$ cat src/rtl/phy_tx_pkg.sv
// Shared constants and helpers for the multilane serial transmitter.
// Latency: n/a (package). Backpressure: n/a.
// Contents: default idle symbol, word and slot sizes, lane-width clamp.
package phy_tx_pkg;

  localparam logic [7:0] IDLE_SYM_DEFAULT = 8'hBC;
  localparam int         WORD_W           = 32;
  localparam int         SLOT_LEN         = 32;
  localparam int         CNT_W            = $clog2(SLOT_LEN);

  // Negotiated width to usable lane count: 0 still means one lane,
  // anything wider than the build is limited to the build.
  function automatic int lane_width_clamp(input int req, input int lanes);
    if (req < 1) return 1;
    if (req > lanes) return lanes;
    return req;
  endfunction

endpackage

$ cat src/rtl/phy_lane_ser.sv
// One serial lane: loads a word (data, idle fill or zero) at the slot boundary, shifts out MSB first.
// Latency: loaded word's bit 31 is on ser in the cycle after the load strobe.
// Backpressure: none; the lane consumes whatever it is given on every load strobe.
// Ports: clk_32f/reset clock and async active-low reset; load slot-boundary strobe;
//        enable lane is within the link width; has_data word carries payload;
//        word payload; ser serial bit; active lane carries payload this slot.
module phy_lane_ser
  import phy_tx_pkg::*;
#(
  parameter logic [7:0] IDLE_SYM = IDLE_SYM_DEFAULT
) (
  input  logic              clk_32f,
  input  logic              reset,
  input  logic              load,
  input  logic              enable,
  input  logic              has_data,
  input  logic [WORD_W-1:0] word,
  output logic              ser,
  output logic              active
);

  localparam logic [WORD_W-1:0] IDLE_WORD = {(WORD_W / 8){IDLE_SYM}};

  logic [WORD_W-1:0] shreg;

  always_ff @(posedge clk_32f or negedge reset) begin
    if (!reset) begin
      shreg  <= IDLE_WORD;
      active <= 1'b0;
    end else if (load) begin
      if (has_data) begin
        shreg  <= word;
        active <= 1'b1;
      end else if (enable) begin
        shreg  <= IDLE_WORD;
        active <= 1'b0;
      end else begin
        // Lane outside the link width stays quiet for the whole slot.
        shreg  <= '0;
        active <= 1'b0;
      end
    end else begin
      shreg <= {shreg[WORD_W-2:0], 1'b0};
    end
  end

  assign ser = shreg[WORD_W-1];

endmodule

$ cat src/rtl/phy_tx_multilane.sv
// Word FIFO striped across up to LANES serial lanes, one 32-bit word per lane per 32-cycle slot.
// Latency: 1..32 cycles from acceptance to first bit on the wire when the FIFO is otherwise empty.
// Backpressure: ready_out low while the FIFO holds FIFO_DEPTH words; drains up to W words per slot.
// Ports: clk_32f bit clock; reset async active-low; data_in/valid_in/ready_out word input handshake;
//        active_lanes negotiated width (sampled at slot boundary); data_out serial bit per lane;
//        lane_active lane carries a data word in the current slot.
module phy_tx_multilane
  import phy_tx_pkg::*;
#(
  parameter int         LANES      = 2,
  parameter int         FIFO_DEPTH = 8,
  parameter logic [7:0] IDLE_SYM   = IDLE_SYM_DEFAULT
) (
  input  logic                    clk_32f,
  input  logic                    reset,
  input  logic [WORD_W-1:0]       data_in,
  input  logic                    valid_in,
  output logic                    ready_out,
  input  logic [$clog2(LANES):0]  active_lanes,
  output logic [LANES-1:0]        data_out,
  output logic [LANES-1:0]        lane_active
);

  localparam int PTR_W = (FIFO_DEPTH > 1) ? $clog2(FIFO_DEPTH) : 1;
  localparam int OCC_W = $clog2(FIFO_DEPTH) + 1;

  logic [CNT_W-1:0]  cnt;
  logic [WORD_W-1:0] mem [FIFO_DEPTH];
  logic [PTR_W-1:0]  wr_ptr;
  logic [PTR_W-1:0]  rd_ptr;
  logic [OCC_W-1:0]  occ;
  logic              boundary;
  logic              push;
  int                width_eff;
  int                pop_cnt;

  assign boundary  = (cnt == CNT_W'(SLOT_LEN - 1));
  assign ready_out = (occ < OCC_W'(FIFO_DEPTH));
  assign push      = valid_in && ready_out;

  // Pop count uses the occupancy registered before this cycle, so a word
  // written in the boundary cycle waits for the following slot.
  always_comb begin
    width_eff = lane_width_clamp(int'(active_lanes), LANES);
    pop_cnt   = 0;
    if (boundary) begin
      pop_cnt = (int'(occ) < width_eff) ? int'(occ) : width_eff;
    end
  end

  always_ff @(posedge clk_32f or negedge reset) begin
    if (!reset) begin
      cnt <= '0;
    end else begin
      cnt <= cnt + 1'b1;
    end
  end

  always_ff @(posedge clk_32f or negedge reset) begin
    if (!reset) begin
      wr_ptr <= '0;
      rd_ptr <= '0;
      occ    <= '0;
    end else begin
      if (push) begin
        wr_ptr <= PTR_W'((int'(wr_ptr) + 1) % FIFO_DEPTH);
      end
      rd_ptr <= PTR_W'((int'(rd_ptr) + pop_cnt) % FIFO_DEPTH);
      occ    <= OCC_W'(int'(occ) + int'(push) - pop_cnt);
    end
  end

  // Storage needs no reset: occupancy and pointers define what is valid.
  always_ff @(posedge clk_32f) begin
    if (push) begin
      mem[wr_ptr] <= data_in;
    end
  end

  // Lane g takes the g-th oldest word, so lane 0 always gets the oldest.
  for (genvar g = 0; g < LANES; g++) begin : g_lane
    logic [PTR_W-1:0] rd_idx;
    assign rd_idx = PTR_W'((int'(rd_ptr) + g) % FIFO_DEPTH);

    phy_lane_ser #(
      .IDLE_SYM (IDLE_SYM)
    ) u_lane (
      .clk_32f  (clk_32f),
      .reset    (reset),
      .load     (boundary),
      .enable   (g < width_eff),
      .has_data (g < pop_cnt),
      .word     (mem[rd_idx]),
      .ser      (data_out[g]),
      .active   (lane_active[g])
    );
  end

endmodule
$ cat config.mk
export PLATFORM = sky130hd
export DESIGN_NAME = phy_tx_multilane
export DESIGN_NICKNAME = d
export VERILOG_FILES = /design/src/rtl/phy_tx_pkg.sv /design/src/rtl/phy_lane_ser.sv /design/src/rtl/phy_tx_multilane.sv
export SDC_FILE = /design/constraint.sdc
export NUM_CORES = 1
export LEC_CHECK = 0
export ABC_AREA = 1
export ABC_CLOCK_PERIOD_IN_PS = 3400
export BUFFER_PORTS_ARGS = -buffer_cell sky130_fd_sc_hd__buf_2
export CAP_MARGIN = 25
export CORE_AREA = 5 5 209 211
export CTS_CLUSTER_DIAMETER = 40
export CTS_CLUSTER_SIZE = 24
export DETAILED_ROUTE_END_ITERATION = 8
export DIE_AREA = 0 0 214 216
export GPL_ROUTABILITY_DRIVEN = 1
export GPL_TIMING_DRIVEN = 0
export SLEW_MARGIN = 15
export SYNTH_ARGS = -nofsm -noshare
export SYNTH_HDL_FRONTEND = slang
export SYNTH_SLANG_ARGS = --single-unit
export TNS_END_PERCENT = 50
$ cat constraint.sdc
create_clock -name clk_32f -period 3.4 [get_ports clk_32f]
set_clock_uncertainty 0.2 [all_clocks]
set_input_delay 0.68 -clock clk_32f [delete_from_list [all_inputs] [get_ports clk_32f]]
set_output_delay 0.68 -clock clk_32f [all_outputs]
set_load 0.02 [all_outputs]
==> results.json, run 1 <==
{
  "cts_tree": "built",
  "cts.clk_slew.worst_paths_ns": 0.06,
  "routedWlPerCell_microns": 23.7,
  "ir_worst_vdd_v": 0.000407,
  "layout_commonest_cell": "nand2_1",
  "syn_area_sq_mm": 0.0156,
  "drt_iter0_drc": 1756,
  "rrSetupSlack_ns": 0.47,
  "insertion_delay_ns": 0.54,
  "drv_slew": 0,
  "grt_overflow": 0,
  "post_cts_resized": 0,
  "reg2regPathDepth": 9,
  "wl_microns": 52900,
  "vias_per_cell": 5.78,
  "tightest_slew_ns": 0.845,
  "hold_depth": 1,
  "grt_pass1_wl_microns": 78200,
  "cts.sinks": 337,
  "port_buffers": 40,
  "cp.arrival_ns": 3.19,
  "track_usage_pct": 22.1,
  "timing.final.ws_setup_ns": 0.474,
  "power_density_mw_per_mm2": 879,
  "critPathMaxFanout": 10,
  "syn_inst": 1565,
  "io_pins": 42,
  "met3_usage_pct": 5.03,
  "crit_type": "reg -> reg",
  "crit_path_end": "g_lane[1].u_lane.shreg[15]",
  "synth_fp_nets": 1616,
  "grt.busiest_layer": "met2",
  "min_path_type": "in -> reg",
  "grt_pass1_vias": 12696,
  "synth_cell_type_count": 32,
  "yosysWarnings": 0,
  "seq_area_frac_synth_pct": 62.5,
  "die_h_microns": 216,
  "worstReg2RegEnd": "g_lane[1].u_lane.shreg[15]",
  "grt_use_met1_pct": 29.2,
  "grtUsageMet2_pct": 35.0,
  "htreeDepth": 2,
  "std_cell_rows": 75,
  "drc": 0,
  "core_sq_mm": 0.0416,
  "root_buffer": "clkbuf_16",
  "startpoint": "rd_ptr[1]",
  "place_area_sq_mm": 0.0169,
  "power.leakage_nw": 7.12,
  "finalSetupViolCount": 0,
  "area_growth_pct": 17.6,
  "num_vias": 12901,
  "rsz0062_at_grt": "no",
  "fin_crit_sh_pct": 86.1,
  "cap_violations": 0,
  "cp-start-kind": "flip-flop",
  "die_w_microns": 214,
  "postSynthAreaPerCell_sq_um": 9.99,
  "antenna_found_initial": 2,
  "final_area_sq_mm": 0.0184,
  "drive_gt1_share_pct": 14.5,
  "cts_buffers": 40,
  "clock_path_buffers": 3,
  "hpwl_microns": 36000,
  "gp_congestion": 0.914,
  "cp-end-kind": "flip-flop",
  "grt_start_max_net_pins": 64,
  "initial_utilization_pct": 37.6,
  "status": "complete, no violations",
  "nets": 1713,
  "r2r-start": "rd_ptr[1]",
  "min_period_ns": 2.93,
  "fmax_ghz": 0.342,
  "fin_util_pct": 44.2,
  "cp.required_ns": 3.67,
  "dieArea_sq_mm": 0.0462,
  "hold_viol_final": 0,
  "antenna_left": 0,
  "mostFrequentLayoutCells": "nand2_1 (271), edfxtp_1 (256), o21ai_0 (210), a21oi_1 (169), nand3_1 (119)",
  "synth-seq-cells": 337,
  "place_ws_ns": 0.342,
  "drtPass1Iterations": 8,
  "slew_headroom_pct": 43.7
}
==> kinds of logic after synthesis <==
group                    share of synthesized area (%)
AND/OR/NAND/NOR                                   13.6
AO/OA/AOI/OAI                                     15.5
flip-flops                                        62.5
buffers and inverters                             6.67
adder cells (fa/ha/maj)                           1.22
XOR/XNOR                                         0.496
==> worst min path at each step <==
stage | start | end | slack [ns]
2_1_floorplan | reset | cnt[0] | 0.18
3_3_place_gp | g_lane[1].u_lane.shreg[8] | g_lane[1].u_lane.shreg[9] | 0.23
3_5_place_dp | g_lane[1].u_lane.shreg[8] | g_lane[1].u_lane.shreg[9] | 0.24
4_1_cts | data_in[12] | mem[5][12] | 0.19
5_1_grt | data_in[28] | mem[5][28] | 0.21
6_report | data_in[28] | mem[5][28] | 0.21
==> registers in the layout, indices dropped and copies added (netlist names) <==
name and cells:
g_lane.u_lane.active 2, mem 256, wr_ptr 3, occ 4, rd_ptr 3, cnt 5
g_lane.u_lane.shreg 64
==> report_power, final <==
group | switching (mW) | total [mW] | leakage, nW | internal [mW]
registers | 0.222 | 5.20 | 3.25 | 4.97
logic | 4.64 | 6.40 | 3.18 | 1.76
clock network | 1.80 | 4.56 | 0.698 | 2.75
total | 6.67 | 16.2 | 7.12 | 9.49
==> cells in the mapped netlist, drive strengths merged <==
master	instances	area share [%]
nand2	272	6.5
edfxtp	256	49
o21ai	229	7.3
a21oi	169	5.4
nor2	126	3.1
nand3	120	3.9
inv	113	2.7
buf	72	2.9
o211ai	52	2.5
clkbuf	42	1.0
dfrtp	41	6.6
dfstp	40	6.7
ha	12	0.96
xnor2	4	0.27
xor2	4	0.22
clkinv	2	0.048
fa	2	0.26
nand3b	2	0.096
o221ai	2	0.11
o22ai	2	0.080
a22o	1	0.056
a41oi	1	0.056
or2	1	0.040
==> per-layer routing <==
metal,vias up,part of all wire [%]
met4,2,4.8
met3,207,12
li1,5639,-
met5,-,0.036
met1,6146,38
met2,907,45
==> cell type report <==
| cell class | instances | area [sq um] |
|---|---|---|
| clock buffers | 48 | 1180 |
| diodes | 1 | 2.50 |
| fillers | 3840 | 23200 |
| clock inverters | 23 | 254 |
| multi-input cells | 999 | 4890 |
| inverters | 115 | 432 |
| plain buffers | 114 | 611 |
| repair buffers | 55 | 576 |
| flip-flops and latches | 337 | 9760 |
| well taps | 539 | 674 |
==> through the flow <==
step | TNS (ns) | hold WS, ns | power (mW) | std cells
after global routing | 0 | 0.206 | 16.8 | 2230
after detailed placement | 0 | 0.241 | 11.4 | 2158
after CTS | 0 | 0.193 | 15.9 | 2230
after global placement | -383.05 | 0.234 | 11.1 | 2144
final | 0 | 0.209 | 16.2 | 2231
after floorplan | 0 | 0.184 | 8.82 | 1565
==> critical path, cell delays in order (launching register included) <==
cell	delay (ns)
dfrtp_1	0.58
ha_1	0.35
clkinv_1	0.23
clkbuf_1	0.68
a21oi_1	0.09
o21ai_0	0.15
nand3_1	0.12
nand2_1	0.18
nand2_1	0.09
a21oi_1	0.16
==> repair_timing <==
action,4_1_cts,5_1_grt
buffers inserted,0,0
hold buffers,1,0
hold endpoints to repair,16,0
(Power assumes the default switching activity.)
==> run 2: changes to the inputs <==
--- a/config.mk
+++ b/config.mk
@@ -10,6 +10,7 @@
 export BUFFER_PORTS_ARGS = -buffer_cell sky130_fd_sc_hd__buf_2
 export CAP_MARGIN = 25
 export CORE_AREA = 5 5 209 211
+export CTS_BUF_LIST = sky130_fd_sc_hd__clkbuf_16
 export CTS_CLUSTER_DIAMETER = 40
 export CTS_CLUSTER_SIZE = 24
 export DETAILED_ROUTE_END_ITERATION = 8
==> results.json, run 2 (synthesized netlist as in run 1, its figures left out) <==
{
  "status": "complete, no violations",
  "largest_register_ffs": 256,
  "cp.arrival_ns": 3.20,
  "grt.busiest_layer": "met2",
  "vias_per_cell": 5.78,
  "drc": 0,
  "area_growth_pct": 17.6,
  "critPathTopFamily": "buffers and inverters",
  "antenna_left": 0,
  "initial_utilization_pct": 37.6,
  "grtUsageMet2_pct": 35.0,
  "rsz0062_at_grt": "no",
  "io_pins": 42,
  "cts_buffers": 40,
  "hp-start": "data_in[28]",
  "drt_iter0_drc": 1756,
  "track_usage_pct": 22.1,
  "final_area_sq_mm": 0.0184,
  "worstPathCellList": "ha_1 -> clkinv_1 -> clkbuf_1 -> a21oi_1 -> o21ai_0 -> nand3_1 -> nand2_1 -> nand2_1 -> a21oi_1",
  "nets": 1713,
  "grt_start_max_net_pins": 64,
  "die_w_microns": 214,
  "p_total_mw": 16.2,
  "whs_ns": 0.207,
  "clock_path_buffers": 3,
  "power_density_mw_per_mm2": 879,
  "grt_use_met1_pct": 29.2,
  "crit_type": "reg -> reg",
  "antenna_found_initial": 2,
  "fin_crit_sh_pct": 86.3,
  "std_cell_rows": 75,
  "routedWlPerCell_microns": 23.7,
  "grt_pass1_wl_microns": 78200,
  "finalSetupViolCount": 0,
  "cp-end-kind": "flip-flop",
  "ir_worst_vdd_v": 0.000407,
  "crit_slowest_cell": "clkbuf_1",
  "num_vias": 12891,
  "layout_commonest_cell": "nand2_1",
  "gp_congestion": 0.914,
  "grt_pass1_vias": 12696,
  "port_buffers": 40,
  "drtPass1Iterations": 8,
  "dieArea_sq_mm": 0.0462,
  "slew_headroom_pct": 43.1,
  "place_area_sq_mm": 0.0169,
  "power.leakage_nw": 7.13,
  "cts_tree": "built",
  "tightest_slew_ns": 0.854,
  "grt_overflow": 0,
  "max_stage_delay_ns": 0.68,
  "wl_microns": 53000,
  "regMostFlops": "mem",
  "min_period_ns": 2.93,
  "htreeDepth": 2,
  "crit_buf_inv": 2,
  "drv_slew": 0,
  "hpwl_microns": 36000,
  "mostFrequentLayoutCells": "nand2_1 (271), edfxtp_1 (256), o21ai_0 (210), a21oi_1 (169), nand3_1 (119)",
  "core_sq_mm": 0.0416,
  "r2r-start": "rd_ptr[1]",
  "cts.clk_slew.worst_paths_ns": 0.06,
  "die_h_microns": 216,
  "hold_viol_final": 0,
  "insertion_delay_ns": 0.54,
  "cap_violations": 0,
  "min_path_type": "in -> reg",
  "cp.required_ns": 3.67,
  "root_buffer": "clkbuf_16",
  "cp-start-kind": "flip-flop",
  "cts.sinks": 337,
  "startpoint": "rd_ptr[1]",
  "drive_gt1_share_pct": 14.5,
  "critPathMaxFanout": 10,
  "fin_util_pct": 44.2,
  "fmax_ghz": 0.341,
  "top_regs": "mem: 256 flops, g_lane.u_lane.shreg: 64 flops, cnt: 5 flops",
  "met3_usage_pct": 5.03
}
[run 2: worst reg2reg max path, delay by kind of cell (launching register included)]
kind            cells  cell delay (ns)
fa+ha+maj           1             0.35
flops               1             0.58
compound gates      3             0.41
simple gates        3             0.39
buf+inv             2             0.92
[run 2: final timing paths]
check	cells after the start	to	slack [ns]
min	1	mem[5][28]	0.21
max in group asynchronous	3	g_lane[0].u_lane.shreg[20]	1.97
min reg2reg	1	cnt[0]	0.25
max reg2reg	9	g_lane[1].u_lane.shreg[15]	0.47
max	9	g_lane[1].u_lane.shreg[15]	0.47
min in group asynchronous	2	wr_ptr[2]	0.37
[run 2: layout make-up]
class | count | area, sq um
inverters | 115 | 432
plain buffers | 114 | 611
flip-flops and latches | 337 | 9760
clock inverters | 24 | 258
multi-input cells | 999 | 4890
well taps | 539 | 674
repair buffers | 55 | 576
diodes | 1 | 2.50
fillers | 3840 | 23200
clock buffers | 47 | 1180
[run 2: repair_timing]
item,4_1_cts,5_1_grt
setup endpoints to repair,0,0
hold buffers,1,0
resized for setup,0,0
buffers inserted,0,0
endpoints found under the hold margin,16,0
[run 2: per-layer routing]
metal / vias up / wire length [microns]
li1: 5641 / -
met1: 6170 / 20400
met2: 888 / 23900
met3: 190 / 6100
met4: 2 / 2510
met5: - / 19
[run 2: report_power, final]
part / internal (mW) / switching (mW) / leakage (nW)
sequential: 4.97 / 0.222 / 3.25
clock: 2.75 / 1.81 / 0.703
combinational: 1.76 / 4.65 / 3.18
total: 9.48 / 6.67 / 7.13
[run 2: through the flow]
step	instances	worst slack, ns	setup TNS [ns]
2_1_floorplan	1565	0.324	0
3_3_place_gp	2144	-1.58	-383.05
3_5_place_dp	2158	0.342	0
4_1_cts	2230	0.545	0
5_1_grt	2230	0.379	0
6_report	2231	0.467	0
